`config.mk`:
```
export PLATFORM = sky130hd
export DESIGN_NAME = cpu6_flat
export DESIGN_NICKNAME = d
export VERILOG_FILES = /design/src/rtl/cpu6_if.sv /design/src/rtl/cpu6.sv /design/src/flat_wrapper.sv
export SDC_FILE = /design/constraint.sdc
export NUM_CORES = 1
export LEC_CHECK = 0
export ABC_AREA = 1
export CORE_MARGIN = 4
export CORE_UTILIZATION = 60
export DETAILED_ROUTE_END_ITERATION = 6
export PLACE_DENSITY = 0.79
export SYNTH_ARGS = -nofsm -noshare
export SYNTH_HDL_FRONTEND = slang
export SYNTH_SLANG_ARGS = --single-unit
```
`constraint.sdc`:
```
create_clock -name clock -period 2.67 [get_ports clock]
set_input_delay 0.6675 -clock clock [delete_from_list [all_inputs] [get_ports clock]]
set_output_delay 0.6675 -clock clock [all_outputs]
set_load 0.02 [all_outputs]
```
`src/rtl/cpu6_if.sv`:
```
// Memory bus between the cpu6 core and the shared 19-bit physical memory
// (ROM, RAM, MUX UART, LED panel). The core is the master.
interface cpu6_if;
  logic [7:0]  data_in;     // read data, combinational from memory for address
  logic        int_reqn;    // interrupt request, active-low
  logic [3:0]  irq_number;  // interrupt level
  logic        write_en;    // one-cycle pulse per byte written
  logic [18:0] address;     // physical byte address
  logic [7:0]  data_out;    // write data, 0x00 when not writing

  modport master (
    input  data_in, int_reqn, irq_number,
    output write_en, address, data_out
  );

  modport slave (
    output data_in, int_reqn, irq_number,
    input  write_en, address, data_out
  );
endinterface

```
`src/rtl/cpu6.sv`:
```
// Minimal 8-bit accumulator core running a subset of the Centurion CPU6
// instruction set. Multi-cycle FSM with exactly one bus access per clock;
// the bus outputs are decoded combinationally from the registered state.
// Interrupt inputs are present on the bus but not acted on in this revision.
module cpu6 (
  input  logic   clock,
  input  logic   reset,
  cpu6_if.master bus
);

  typedef enum logic [3:0] {
    S_FETCH, S_DECODE, S_OPND1, S_OPND2, S_RD1, S_RD2, S_WR1, S_WR2, S_HALT
  } state_t;

  localparam logic [7:0] OP_HLT     = 8'h00;
  localparam logic [7:0] OP_DI      = 8'h05;
  localparam logic [7:0] OP_EI      = 8'h06;
  localparam logic [7:0] OP_BZ      = 8'h14;
  localparam logic [7:0] OP_BNZ     = 8'h15;
  localparam logic [7:0] OP_CLAW    = 8'h3A;
  localparam logic [7:0] OP_ANDB    = 8'h4A;
  localparam logic [7:0] OP_LDX_I   = 8'h60;
  localparam logic [7:0] OP_JMP     = 8'h71;
  localparam logic [7:0] OP_LDAL_I  = 8'h80;
  localparam logic [7:0] OP_LDAL_A  = 8'h81;
  localparam logic [7:0] OP_LDAL_XI = 8'h85;
  localparam logic [7:0] OP_LDAW_I  = 8'h90;
  localparam logic [7:0] OP_LDAW_A  = 8'h91;
  localparam logic [7:0] OP_STAL    = 8'hA1;
  localparam logic [7:0] OP_STAW    = 8'hB1;
  localparam logic [7:0] OP_LDBL_I  = 8'hC0;

  localparam logic [15:0] PC_RESET = 16'hFD00;

  state_t      r_state;
  logic [15:0] r_pc, r_a, r_b, r_x;
  logic [15:0] r_t;        // operand address / high byte of a 16-bit immediate
  logic [7:0]  r_op;
  logic        r_z, r_n, r_ie;

  logic [15:0] w_laddr;
  logic [7:0]  w_wdata;
  logic [15:0] w_word;
  logic [7:0]  w_and;
  logic [15:0] w_disp;
  logic        w_wr_state;

  // Top logical nibble 0xF selects the I/O and ROM window at 0x30000.
  function automatic logic [18:0] f_map(input logic [15:0] a);
    return (a[15:12] == 4'hF) ? {3'b011, a} : {3'b000, a};
  endfunction

  assign w_word     = {r_t[15:8], bus.data_in};
  assign w_and      = r_a[7:0] & r_b[7:0];
  assign w_disp     = {{8{bus.data_in[7]}}, bus.data_in};
  assign w_wr_state = (r_state == S_WR1) || (r_state == S_WR2);

  // Logical bus address and write data selected by the current state.
  // NOTE: every always_comb output gets a default first so no latch is inferred.
  always_comb begin
    w_laddr = r_pc;
    w_wdata = r_a[7:0];
    case (r_state)
      S_RD1:        w_laddr = (r_op == OP_LDAL_XI) ? r_x : r_t;
      S_RD2, S_WR2: w_laddr = r_t + 16'd1;
      S_WR1: begin
        w_laddr = r_t;
        if (r_op == OP_STAW) w_wdata = r_a[15:8];
      end
      default:      w_laddr = r_pc;
    endcase
  end

  // Reset overrides the bus so no write can land on the reset edge.
  assign bus.address  = reset ? f_map(PC_RESET) : f_map(w_laddr);
  assign bus.write_en = !reset && w_wr_state;
  assign bus.data_out = bus.write_en ? w_wdata : 8'h00;

  // Instruction sequencer: one bus access per state, registers updated at the
  // edge that ends the access.
  // NOTE: state registers use non-blocking assignment so every branch sees
  // pre-edge values and later assignments in the same cycle simply override.
  always_ff @(posedge clock) begin
    if (reset) begin
      r_state <= S_FETCH;
      r_pc    <= PC_RESET;
      r_a     <= '0;
      r_b     <= '0;
      r_x     <= '0;
      r_t     <= '0;
      r_op    <= '0;
      r_z     <= 1'b0;
      r_n     <= 1'b0;
      r_ie    <= 1'b0;
    end else begin
      case (r_state)
        S_FETCH: begin
          r_op    <= bus.data_in;
          r_pc    <= r_pc + 16'd1;
          r_state <= S_DECODE;
        end
        S_DECODE: begin
          r_state <= S_FETCH;
          case (r_op)
            OP_HLT:  r_state <= S_HALT;
            OP_DI:   r_ie <= 1'b0;
            OP_EI:   r_ie <= 1'b1;
            OP_CLAW: begin
              r_a <= '0;
              r_z <= 1'b1;
              r_n <= 1'b0;
            end
            OP_ANDB: begin
              r_a[7:0] <= w_and;
              r_z      <= (w_and == 8'h00);
              r_n      <= w_and[7];
            end
            OP_BZ, OP_BNZ, OP_LDX_I, OP_JMP, OP_LDAL_I, OP_LDAL_A,
            OP_LDAW_I, OP_LDAW_A, OP_STAL, OP_STAW, OP_LDBL_I:
              r_state <= S_OPND1;
            OP_LDAL_XI: r_state <= S_RD1;
            default: ;  // undefined opcodes behave as NOP
          endcase
        end
        S_OPND1: begin
          r_pc    <= r_pc + 16'd1;
          r_state <= S_FETCH;
          case (r_op)
            OP_BZ:  if (r_z)  r_pc <= r_pc + 16'd1 + w_disp;
            OP_BNZ: if (!r_z) r_pc <= r_pc + 16'd1 + w_disp;
            OP_LDAL_I: begin
              r_a[7:0] <= bus.data_in;
              r_z      <= (bus.data_in == 8'h00);
              r_n      <= bus.data_in[7];
            end
            OP_LDBL_I: begin
              r_b[7:0] <= bus.data_in;
              r_z      <= (bus.data_in == 8'h00);
              r_n      <= bus.data_in[7];
            end
            default: begin
              r_t[15:8] <= bus.data_in;
              r_state   <= S_OPND2;
            end
          endcase
        end
        S_OPND2: begin
          r_pc    <= r_pc + 16'd1;
          r_state <= S_FETCH;
          case (r_op)
            OP_LDX_I: begin
              r_x <= w_word;
              r_z <= (w_word == 16'h0000);
              r_n <= w_word[15];
            end
            OP_JMP: r_pc <= w_word;
            OP_LDAW_I: begin
              r_a <= w_word;
              r_z <= (w_word == 16'h0000);
              r_n <= w_word[15];
            end
            OP_STAL, OP_STAW: begin
              r_t     <= w_word;
              r_state <= S_WR1;
            end
            default: begin
              r_t     <= w_word;
              r_state <= S_RD1;
            end
          endcase
        end
        S_RD1: begin
          r_state <= S_FETCH;
          case (r_op)
            OP_LDAL_XI, OP_LDAL_A: begin
              r_a[7:0] <= bus.data_in;
              r_z      <= (bus.data_in == 8'h00);
              r_n      <= bus.data_in[7];
              if (r_op == OP_LDAL_XI) r_x <= r_x + 16'd1;
            end
            default: begin
              r_a[15:8] <= bus.data_in;
              r_state   <= S_RD2;
            end
          endcase
        end
        S_RD2: begin
          r_a[7:0] <= bus.data_in;
          r_z      <= ({r_a[15:8], bus.data_in} == 16'h0000);
          r_n      <= r_a[15];
          r_state  <= S_FETCH;
        end
        S_WR1:   r_state <= (r_op == OP_STAW) ? S_WR2 : S_FETCH;
        S_WR2:   r_state <= S_FETCH;
        S_HALT:  r_state <= S_HALT;
        default: r_state <= S_FETCH;
      endcase
    end
  end

endmodule

```
`src/flat_wrapper.sv`:
```
// flat-port wrapper written by rule: the top's interface ports become plain ports
module cpu6_flat 
  (clock, reset, bus_data_in, bus_int_reqn, bus_irq_number, bus_write_en, bus_address, bus_data_out);
  cpu6_if bus_i ();
  input  logic clock;
  input  logic reset;
  input wire logic [$bits(bus_i.data_in)-1:0] bus_data_in;
  input wire logic [$bits(bus_i.int_reqn)-1:0] bus_int_reqn;
  input wire logic [$bits(bus_i.irq_number)-1:0] bus_irq_number;
  output wire logic [$bits(bus_i.write_en)-1:0] bus_write_en;
  output wire logic [$bits(bus_i.address)-1:0] bus_address;
  output wire logic [$bits(bus_i.data_out)-1:0] bus_data_out;
  assign bus_i.data_in = bus_data_in;
  assign bus_i.int_reqn = bus_int_reqn;
  assign bus_i.irq_number = bus_irq_number;
  assign bus_write_en = bus_i.write_en;
  assign bus_address = bus_i.address;
  assign bus_data_out = bus_i.data_out;
  cpu6 u_core (.clock(clock), .reset(reset), .bus(bus_i));
endmodule
```
==> results.md <==
Global route:
- The number of global-route vias before repair is 7774.
- The number of antenna violations at the first check in global routing is 0.
- The pin count of the biggest net entering global routing is 43.
- Across every metal layer, demand over resource in global routing totals 0.3719.
- The wire length of the first global-routing pass is 38.77 mm.
- The sum of overflow across all layers after global routing is 0.

Die:
- The I/O pin total is 43.
- From bottom edge to top edge, the die measures 114.9 um.
- The die covers 13200 um^2.
- The initial core utilization is 0.6217.
- The core region is 11030 um^2.
- The die boundary width is 114.9 um.
- The number of rows created at floorplan is 38.

Timing:
- The routed design could run at a clock period as short as 2.727 ns.
- The worst hold slack is 0.5031 ns.
- In the finished design, the share of the clock period the worst path needs comes to 1.022.
- Once routing completed, OpenROAD measured the worst setup slack at -0.05744 ns.
- At the pin with the least slew margin, the transition time is 0.4958 ns.
- The setup TNS is -0.2960 ns.
- Setup repair after global routing could not meet its margin everywhere.
- The number of max-slew violations in the final report came to 0.
- The total count of hold-check failures in the final report is 0.
- The worst clock skew is 0.008658 ns.
- Headroom to the max-slew limit came out at 0.6664.
- Static timing analysis puts the maximum clock frequency at 0.3666 GHz.
- The final count of negative-setup-slack endpoints is 9.

Setup path:
- At the worst endpoint, the required time is 2.00 ns.
- The top cell family by delay on the critical path is buffers and inverters.
- The worst stage delay on the critical path is 0.35 ns.
- Counting both buffers and inverters, the worst setup path holds a total of 6.
- The worst-path cell with the longest stage delay is sky130_fd_sc_hd__dfxtp_2.
- Walking the worst path, the cells encountered are inv_4, nor2_8, inv_8, nor2_8, buf_12, nand2_4, nand2_4, buf_6, nand2_2, o211ai_1, o211ai_1, inv_1, buf_6.
- STA puts the critical path data arrival time at 2.06 ns.
- The startpoint class of the critical path is a flip-flop.
- STA classifies the critical path endpoint as an output pin.
- The setup path with the least slack is of type flip-flop to output pin.
- The maximum net fanout on the critical path is 4.

Power and ir drop:
- The leakage power is 0.004079 uW.
- The power density over the cells is 562.1 nW/um^2.
- The maximum ir drop on the vdd rail is 0.0005107 V.

Cells and area:
- The number of inserted diodes is 0.
- The fraction of final layout cells sized beyond drive strength 1 is 0.3106.
- At the end of the flow the core is filled with cells to 0.8498.
- The signed area change from the synthesized netlist to the final layout is 36.69%.
- In the final design database the tool counted 1323 nets.
- The fill cell instance count of the final layout is 731.

Synthesis:
- The warning count from the yosys run is 0.
- The most frequent cell after synthesis is sky130_fd_sc_hd__nand2_1.
- The flop and latch count out of synthesis is 85.
- The commonest register cell after synthesis is sky130_fd_sc_hd__dfxtp_1.
- Of all cell types, the one taking the most synthesized area is sky130_fd_sc_hd__dfxtp_1.
- When the netlist entered floorplanning its net count stood at 1144.
- The fraction of synthesized cell area taken by the top area cell type is 0.2481.
- Of the synthesized area, sequential elements account for 0.2481.
- After technology mapping, the gate count stands at 1107.
- The distinct cell type count of the synthesized netlist is 52.
- The async set or reset register ratio after synthesis is 0.
- The commonest cells after synthesis are sky130_fd_sc_hd__nand2_1 (263), sky130_fd_sc_hd__a21oi_1 (118), sky130_fd_sc_hd__inv_1 (110), sky130_fd_sc_hd__nor2_1 (99), sky130_fd_sc_hd__o21ai_0 (98).
- Counting flops with a built-in enable in the synthesized netlist gives 0.
- Yosys attributes the largest share of cell area to sky130_fd_sc_hd__dfxtp_1 (25%), sky130_fd_sc_hd__nand2_1 (14%), sky130_fd_sc_hd__a21oi_1 (8.6%).
- After synthesis the cells add up to 6858 um^2.
- A synthesized cell averages 6.195 um^2.

Detailed routing:
- After detailed routing, the total wire length is 26.84 mm.
- The average wire per standard cell is 18.75 um.
- The residual antenna-violating net count after detailed routing is 0.
- The number of detailed-route iterations in the first pass is 7.
- The vias after detailed routing is 8899.
- The ratio of routed vias to standard cells is 6.219.
- In this run, the number of DRC markers left after iteration 0 of detailed routing was 1220.
- The number of DRC violations after detailed routing is 6.

Clocking:
- Buffers inserted during clock tree synthesis total 9.
- The clock tree buffer depth is 2.
- The clock root buffer is sky130_fd_sc_hd__clkbuf_16.
- The number of sinks handled by clock tree synthesis is 85.
- The number of hold buffers added after CTS was 0.
- TritonCTS built the clock tree.
- At the later pin of the worst-skew pair, clock insertion delay measures 0.36 ns.
- The deepest level of the CTS H-tree is 3.
- The post-CTS clock slew at the launch and capture registers of the worst setup and hold paths is 0.06 ns.

Placed design:
- Before CTS, the worst setup slack after placement is -0.5172 ns.
- Routability-driven placement finished with a final weighted congestion of 1.013.
- Detailed placement ended at an HPWL of 18.45 mm.
- The port buffer count is 36.

Run status:
- The run finished, with violations left.
- The checks that failed: design-rule violations, negative setup slack.

Hold path:
- The path category of the worst min-delay check is flip-flop to flip-flop.

Run:
- Max-cap violations in this run came to 0.
[through the flow]
step,cell area [um^2],cells,power [uW]
after global routing,9374,1431,5539
after CTS,8683,1414,4926
after floorplan,6863,1107,2795
final,9374,1431,5269
after global placement,8287,1389,3580
after detailed placement,8287,1389,3624
[per-layer routing]
layer | vias up | part of all wire | GRT usage
met4 | 0 | 0.065 | 0.1847
met3 | 148 | 0.10 | 0.05737
met1 | 4065 | 0.37 | 0.4700
li1 | 4078 | - | -
met5 | - | 0 | 0
met2 | 608 | 0.46 | 0.6161
[worst paths after layout]
kind	slack (ns)	start	cells after the start	to
worst min-delay path	0.50	u_core.r_x[12]$_SDFFE_PP0P_	2	u_core.r_x[12]$_SDFFE_PP0P_
worst min register to register	0.50	u_core.r_x[12]$_SDFFE_PP0P_	2	u_core.r_x[12]$_SDFFE_PP0P_
worst max register to register	0.07	u_core.r_pc[0]$_SDFFE_PP0P_	17	u_core.r_pc[14]$_SDFFE_PP1P_
worst max-delay path	-0.06	u_core.r_state[2]$_SDFF_PP0_	13	bus_address[6]
[final cells by class]
type	count	area [um^2]	area share
clock buffers	9	225.2	0.02403
multi-input cells	849	4895	0.5222
inverters	131	518.0	0.05526
clock inverters	7	83.83	0.008943
flip-flops and latches	85	1734	0.1850
repair buffers	210	1743	0.1859
well taps	140	175.2	0.01869
[what timing repair did]
action                                  4_1_cts  5_1_grt
hold endpoints to repair                      0        0
resized for setup                           148      180
cloned                                        0        0
buffers inserted                              9       17
endpoints found under the setup margin       30       36
pin swaps                                    11       47
[power by group]
| part | total, uW | internal (uW) | switching (uW) |
|---|---|---|---|
| Sequential | 1560 | 1410 | 153 |
| Combinational | 2390 | 991 | 1400 |
| Clock | 1320 | 740 | 576 |
[state kept, by name, indices dropped and copies added, names as in the netlist]
name and flops:
u_core.r_a 16, u_core.r_pc 16, u_core.r_op 8, u_core.r_x 16, u_core.r_z 1, u_core.r_state 4, u_core.r_t 16, u_core.r_b 8
[placed cells by master (no fill, tap or decap), drive strengths merged, types with 10 or more instances in the layout]
cell | netlist | routed
dfxtp | 85 | 85
o21ai | 108 | 108
nand3 | 76 | 76
nand4 | 34 | 34
nor2 | 114 | 114
a21oi | 118 | 118
xor2 | 11 | 11
nand2 | 274 | 274
nor3 | 20 | 20
o211ai | 10 | 10
inv | 130 | 131
buf | 23 | 200
ha | 21 | 21
[tightest hold or removal path, delay by kind of cell (launching register included)]
family / cells / cell delay [ns]
AOI/OAI and AO/OA: 1 / 0.05
DFF: 1 / 0.33
and+or+nand+nor: 1 / 0.07
[logic make-up after synthesis]
group | count (synthesis) | synth area share
AO/OA/AOI/OAI | 273 | 0.2157
XOR/XNOR | 15 | 0.01916
adder cells (fa/ha/maj) | 22 | 0.04123
buffers and inverters | 173 | 0.1082
flip-flops | 85 | 0.2481
other | 1 | 0.0005468
AND/OR/NAND/NOR | 538 | 0.3671
Note: power is estimated with default switching activity, not from simulation.
==> variant 1: new RTL, same settings <==
The 9 states of `state_t` get a Gray code encoding in 4 bits.
--- a/src/rtl/cpu6.sv
+++ b/src/rtl/cpu6.sv
@@ -11,3 +11,3 @@
   typedef enum logic [3:0] {
-    S_FETCH, S_DECODE, S_OPND1, S_OPND2, S_RD1, S_RD2, S_WR1, S_WR2, S_HALT
+    S_FETCH = 4'b0000, S_DECODE = 4'b0001, S_OPND1 = 4'b0011, S_OPND2 = 4'b0010, S_RD1 = 4'b0110, S_RD2 = 4'b0111, S_WR1 = 4'b0101, S_WR2 = 4'b0100, S_HALT = 4'b1100
   } state_t;
Formal check against the unedited RTL: same outputs for any inputs over 4 cycles, from zero or initial values and one cycle with reset high; so few cycles prove little.
==> variant 1 against the original RTL <==
  * The run still ends with DRC, setup timing left
  * Area after synthesis shrank 1.6%
  * Power grew 42%
  * First-iteration DRC count grew 21%
  * Setup slack lost 63 ps
  * Design area shrank 4.4%
  * Clock skew shrank 4.5 ps
  * Synthesized cell count is essentially flat
  * Count of clock-buffer cells in the layout is the same
  * Sequential cell count is the same
  * Die area shrank 1.5%
  * Sequential share of layout area grew 0.72 points
  * Register-to-register slack gained 130 ps
  * Routed wire length shrank 6.4%
==> variant 1: results (changes against the original RTL) <==
post-synthesis async set-or-reset flop share 0 (unchanged); fin nets 1302 (was 1323); first-pass GRT wire length 38600 um (was 38800 um); count of final setup violators 12 (was 9); Netlist cell types 48 (was 52); CP Max Fanout 6 (was 4); Post-Route Setup TNS -832 ps (was -296 ps); worst hold path depth 2 (unchanged); failing checks DRC, setup timing (unchanged); leakage power figure 3.92 nW (was 4.08 nW); clock buffer depth 2 (unchanged); slew at the pin closest to its max-slew limit 1000 ps (was 496 ps); H-tree levels 3 (unchanged); net switching power 3.46 mW (was 2.13 mW); reg2reg start u_core.r_pc[1] (was u_core.r_pc[0]); global placer's final weighted congestion 0.995 (was 1.01); hpwl dp 17800 um (was 18400 um); min-delay worst type flop to flop (unchanged); CP Data Arrival Time 2120 ps (was 2060 ps); final wirelength 25100 um (was 26800 um); CTS buffer count 9 (unchanged); outcome complete, but fails checks (unchanged); Synthesized Nets 1143 (was 1144); terminus of the critical flop-to-flop path u_core.r_pc[13] (was u_core.r_pc[14]); diode count 0 (unchanged); sequential area share after synthesis 0.252 (was 0.248); Endpoint, Worst Hold u_core.r_x[8] (was u_core.r_x[12]); antenna violations before repair 0 (unchanged); largest net degree at the start of global routing 33 (was 43); Non-Filler Instances 1410 (was 1431); filler instances 773 (was 731); vias per cell 6.08 (was 6.22); share of layout cells above drive strength 1 0.261 (was 0.311); VDD IR max 0.000672 V (was 0.000511 V); Post-synth top cells 277 x nand2_1, 121 x nor2_1, 114 x o21ai_0 (was 263 x nand2_1, 118 x a21oi_1, 110 x inv_1); Synth area leaders dfxtp_1 25%, nand2_1 15%, o21ai_0 8.5% (was dfxtp_1 25%, nand2_1 14%, a21oi_1 8.6%); DP Worst Slack -487 ps (was -517 ps); Avg Inst Size Synth 6.10 um2 (was 6.19 um2); hold slack 502 ps (was 503 ps); synth warn 0 (unchanged); DRT iter0 DRCs 1478 (was 1220); max cap viols 0 (unchanged); overall routing resource usage 0.372 (about the same); worst reg2reg path depth 17 (unchanged); FF-to-FF setup slack 200 ps (was 70 ps); vias in the first global route 7674 (was 7774); Clk Latency, worst-skew pair 350 ps; final worst slack -120 ps (was -57.4 ps); port buffer count 36 (unchanged); clock skew 4.15 ps (was 8.66 ps); Post-route DRC 2 (was 6); min-delay src u_core.r_x[8] (was u_core.r_x[12])
[variant 1: cell types whose count changed after synthesis, sizes merged, moves of 3 or more]
| cell | change |
|---|---|
| nand2 | +9 |
| a211oi | -4 |
| inv | -9 |
| nand3 | -3 |
| a21oi | -20 |
| nor2 | +17 |
| o21ai | +11 |
| o2111ai | +4 |
| nor3 | -4 |
| xor2 | +5 |
| or2 | -3 |
[variant 1: cell type report]
class / instances / share of cell area
multi-input combinational: 856 / 0.532
sequential: 85 / 0.192
timing repair buffer: 189 / 0.171
inverter: 124 / 0.0525
clock buffer: 9 / 0.0251
tap: 140 / 0.0195
clock inverter: 7 / 0.00824
[variant 1: worst max-delay path by stage]
stage / start / endpoint
finish: u_core.r_op[0] / bus_address[3]
global route: u_core.r_t[1] / bus_address[3]
CTS: u_core.r_t[0] / bus_address[17]
detailed placement: reset / bus_data_out[7]
global placement: reset / bus_data_out[7]
floorplan: reset / bus_address[17]
[variant 1: worst max-delay path, stage by stage (launching register included)]
cell and delay [ps]:
dfxtp_2 340, inv_2 50, nor2_4 110, nand2_1 100, nor2_4 260, nand3_4 180, o2111ai_2 250, o21ai_1 100
nor2_1 170, buf_2 200
[variant 1: metal layers]
metal,vias to the layer above,part of all wire,GRT usage
met1,3840,0.38,0.483
met5,-,0,0
met4,0,0.052,0.150
li1,4007,-,-
met2,597,0.45,0.605
met3,135,0.12,0.0766
[variant 1: kinds of logic (layout without fill, tap and decap cells)]
group / Yosys count / in the layout / share of synthesized area
AOI/OAI and AO/OA: 264 / 264 / 0.215
adders and majority gates: 22 / 22 / 0.0419
and+or+nand+nor: 549 / 549 / 0.360
xor gates and xnor gates: 20 / 20 / 0.0260
buffers and inverters: 165 / 329 / 0.104
other: 1 / 1 / 0.000556
DFF: 85 / 85 / 0.252
[variant 1: per-stage QoR]
step,utilization,instance area (um2),power [mW]
floorplan,-,6750,4.14
global placement,0.745,8140,5.50
detailed placement,0.745,8140,5.58
CTS,0.779,8520,6.93
global route,0.820,8960,7.96
finish,0.820,8960,7.47
[variant 1: power by group through the flow]
stage / combinational, mW / clock (mW) / sequential (mW)
global placement: 3.69 / 0 / 1.81
CTS: 3.83 / 1.30 / 1.80
global route: 4.72 / 1.35 / 1.88
detailed placement: 3.77 / 0 / 1.82
floorplan: 2.34 / 0 / 1.80
finish: 4.30 / 1.31 / 1.86
[variant 1: what timing repair did]
| action | 4_1_cts | 5_1_grt |
|---|---|---|
| setup endpoints to repair | 27 | 37 |
| resized for setup | 144 | 136 |
| gates cloned | 1 | 0 |
| buffers inserted | 3 | 10 |
| endpoints found under the hold margin | 0 | 0 |
| pin swaps | 7 | 37 |
==> variant 2: new RTL, same settings <==
Without the edit above. Make the reset (`reset`) asynchronous in one clocked block.
--- a/src/rtl/cpu6.sv
+++ b/src/rtl/cpu6.sv
@@ -82,3 +82,3 @@
   // pre-edge values and later assignments in the same cycle simply override.
-  always_ff @(posedge clock) begin
+  always_ff @(posedge clock or posedge reset) begin
     if (reset) begin
Formal check against the unedited RTL: same outputs for any inputs over 4 cycles, from zero or initial values and one cycle with reset high; that may be too few to reach the edited logic, so the function may still have changed.
==> variant 2 against the original RTL <==
  * The run ends with setup timing left
  * Register-to-register slack worse by 90 ps
  * Area after synthesis up 4.4%
  * Highest routed layer is now met5
  * Design area up 4.9%
  * Via count down 0.56%
  * Count of clock-buffer cells in the layout up 1
  * Sequential cell count unchanged
  * Final cell count up 2.0%
  * Setup slack worse by 35 ps
  * Critical endpoint is now bus_address[7]
  * Routed wire length up 0.94%
Power is not compared: it rests on default switching activity, and its combinational part moved more than twofold at a synthesized area within 25%.
==> variant 2: results (changes against the original RTL) <==
outcome complete, but fails checks (unchanged); failing checks setup timing (was DRC, setup timing); DRT iter0 DRCs 1153 (was 1220); FF-to-FF setup slack -20 ps (was 70 ps); CP Data Arrival Time 2090 ps (was 2060 ps); via count 8849 (was 8899); fin nets 1348 (was 1323); Synthesized Nets 1131 (was 1144); Netlist cell types 51 (was 52); placed insts 1406 (was 1389); final worst slack -92.3 ps (was -57.4 ps); largest net degree at the start of global routing 46 (was 43); Max stage delay on crit path 390 ps (was 350 ps); worst reg2reg path depth 18 (was 17); Post-synth top cells 286 x nand2_1, 143 x inv_1, 91 x nor2_1 (was 263 x nand2_1, 118 x a21oi_1, 110 x inv_1); overall routing resource usage 0.391 (was 0.372); XOR/XNOR Fraction of Synth Area 0.0159 (was 0.0192); share of layout cells above drive strength 1 0.322 (was 0.311); final wirelength 27100 um (was 26800 um); global placer's final weighted congestion 0.965 (was 1.01); terminus of the critical flop-to-flop path u_core.r_state[1] (was u_core.r_pc[14]); filler instances 725 (was 731); Setup crit start u_core.r_op[6] (was u_core.r_state[2]); count of final setup violators 12 (was 9); slew at the pin closest to its max-slew limit 719 ps (was 496 ps); DP Worst Slack -325 ps (was -517 ps); sequential area share after synthesis 0.298 (was 0.248); Compound-Gate Fraction of Synth Area 0.192 (was 0.216); slowest cell on the critical path dfrtp_1 (was dfxtp_2); Synth Flop Type dfrtp_1 (was dfxtp_1)
## variant 2: cell count changes after synthesis, moves of 8 or more
cell     unedited run  this run
nand2_1           263       286
dfxtp_1            85         0
a22oi_1             1        10
o21ai_1             8        47
nor2_1             99        91
o21ai_0            98        73
inv_1             110       143
a21oi_1           118        62
dfrtp_1             0        78
## variant 2: cells by family (layout without fill, tap and decap cells)
family / after synthesis / in the layout
AND/OR/NAND/NOR: 541 / 541
XOR/XNOR: 13 / 13
buffers and inverters: 191 / 413
AO/OA/AOI/OAI: 241 / 241
adder cells (fa/ha/maj): 22 / 22
other: 1 / 1
flip-flops: 85 / 85
## variant 2: through the flow
step	total power, mW	TNS [ps]	hold WS, ps	cell area [um2]	utilization
after floorplan	7.22	0	453	7180	-
final	12.8	-572	491	9840	0.851
after global placement	10.0	-6550	472	8780	0.760
after detailed placement	10.2	-7130	483	8780	0.760
after global routing	13.7	-2360	521	9840	0.851
after CTS	11.6	-145	497	9280	0.802
## variant 2: metal layers
layer | wire length, um | global-route usage | vias up
met4 | 1370 | 0.203 | 2
met1 | 10200 | 0.486 | 4106
met5 | 8 | 0 | -
met2 | 12800 | 0.641 | 556
li1 | - | - | 4049
met3 | 2750 | 0.0771 | 136
## variant 2: worst min path at each step
stage                   from       endpoint  cells after the start
2_1_floorplan  u_core.r_b[0]  u_core.r_b[0]                      2
3_3_place_gp   u_core.r_b[1]  u_core.r_b[1]                      2
3_5_place_dp   u_core.r_b[3]  u_core.r_b[3]                      2
4_1_cts        u_core.r_b[0]  u_core.r_b[0]                      2
5_1_grt        u_core.r_b[3]  u_core.r_b[3]                      2
6_report       u_core.r_b[0]  u_core.r_b[0]                      2
## variant 2: layout make-up
cell class	count	area, um2	share of cell area
multi-input combinational	818	4750	0.483
sequential	85	2140	0.218
timing repair buffer	237	1880	0.191
inverter	160	606	0.0616
clock buffer	10	229	0.0233
tap	143	179	0.0182
clock inverter	6	53.8	0.00547
## variant 2: worst min-delay path: cells and delay by family (launching register included)
kind | cells | cell delay, ps
compound gates | 1 | 50
simple gates | 1 | 50
flops | 1 | 350
## variant 2: what timing repair did
action	CTS	global route
gates cloned	1	0
setup buffers	22	15
pin swaps	11	41
setup endpoints to repair	30	38
gates resized for setup	164	129
## variant 2: power by group
| group | leakage [nW] | switching, mW | total (mW) | internal, mW |
|---|---|---|---|---|
| Sequential | 0.992 | 0.636 | 2.55 | 1.91 |
| Clock | 0.141 | 0.601 | 1.25 | 0.652 |
| Combinational | 3.63 | 5.38 | 8.98 | 3.60 |
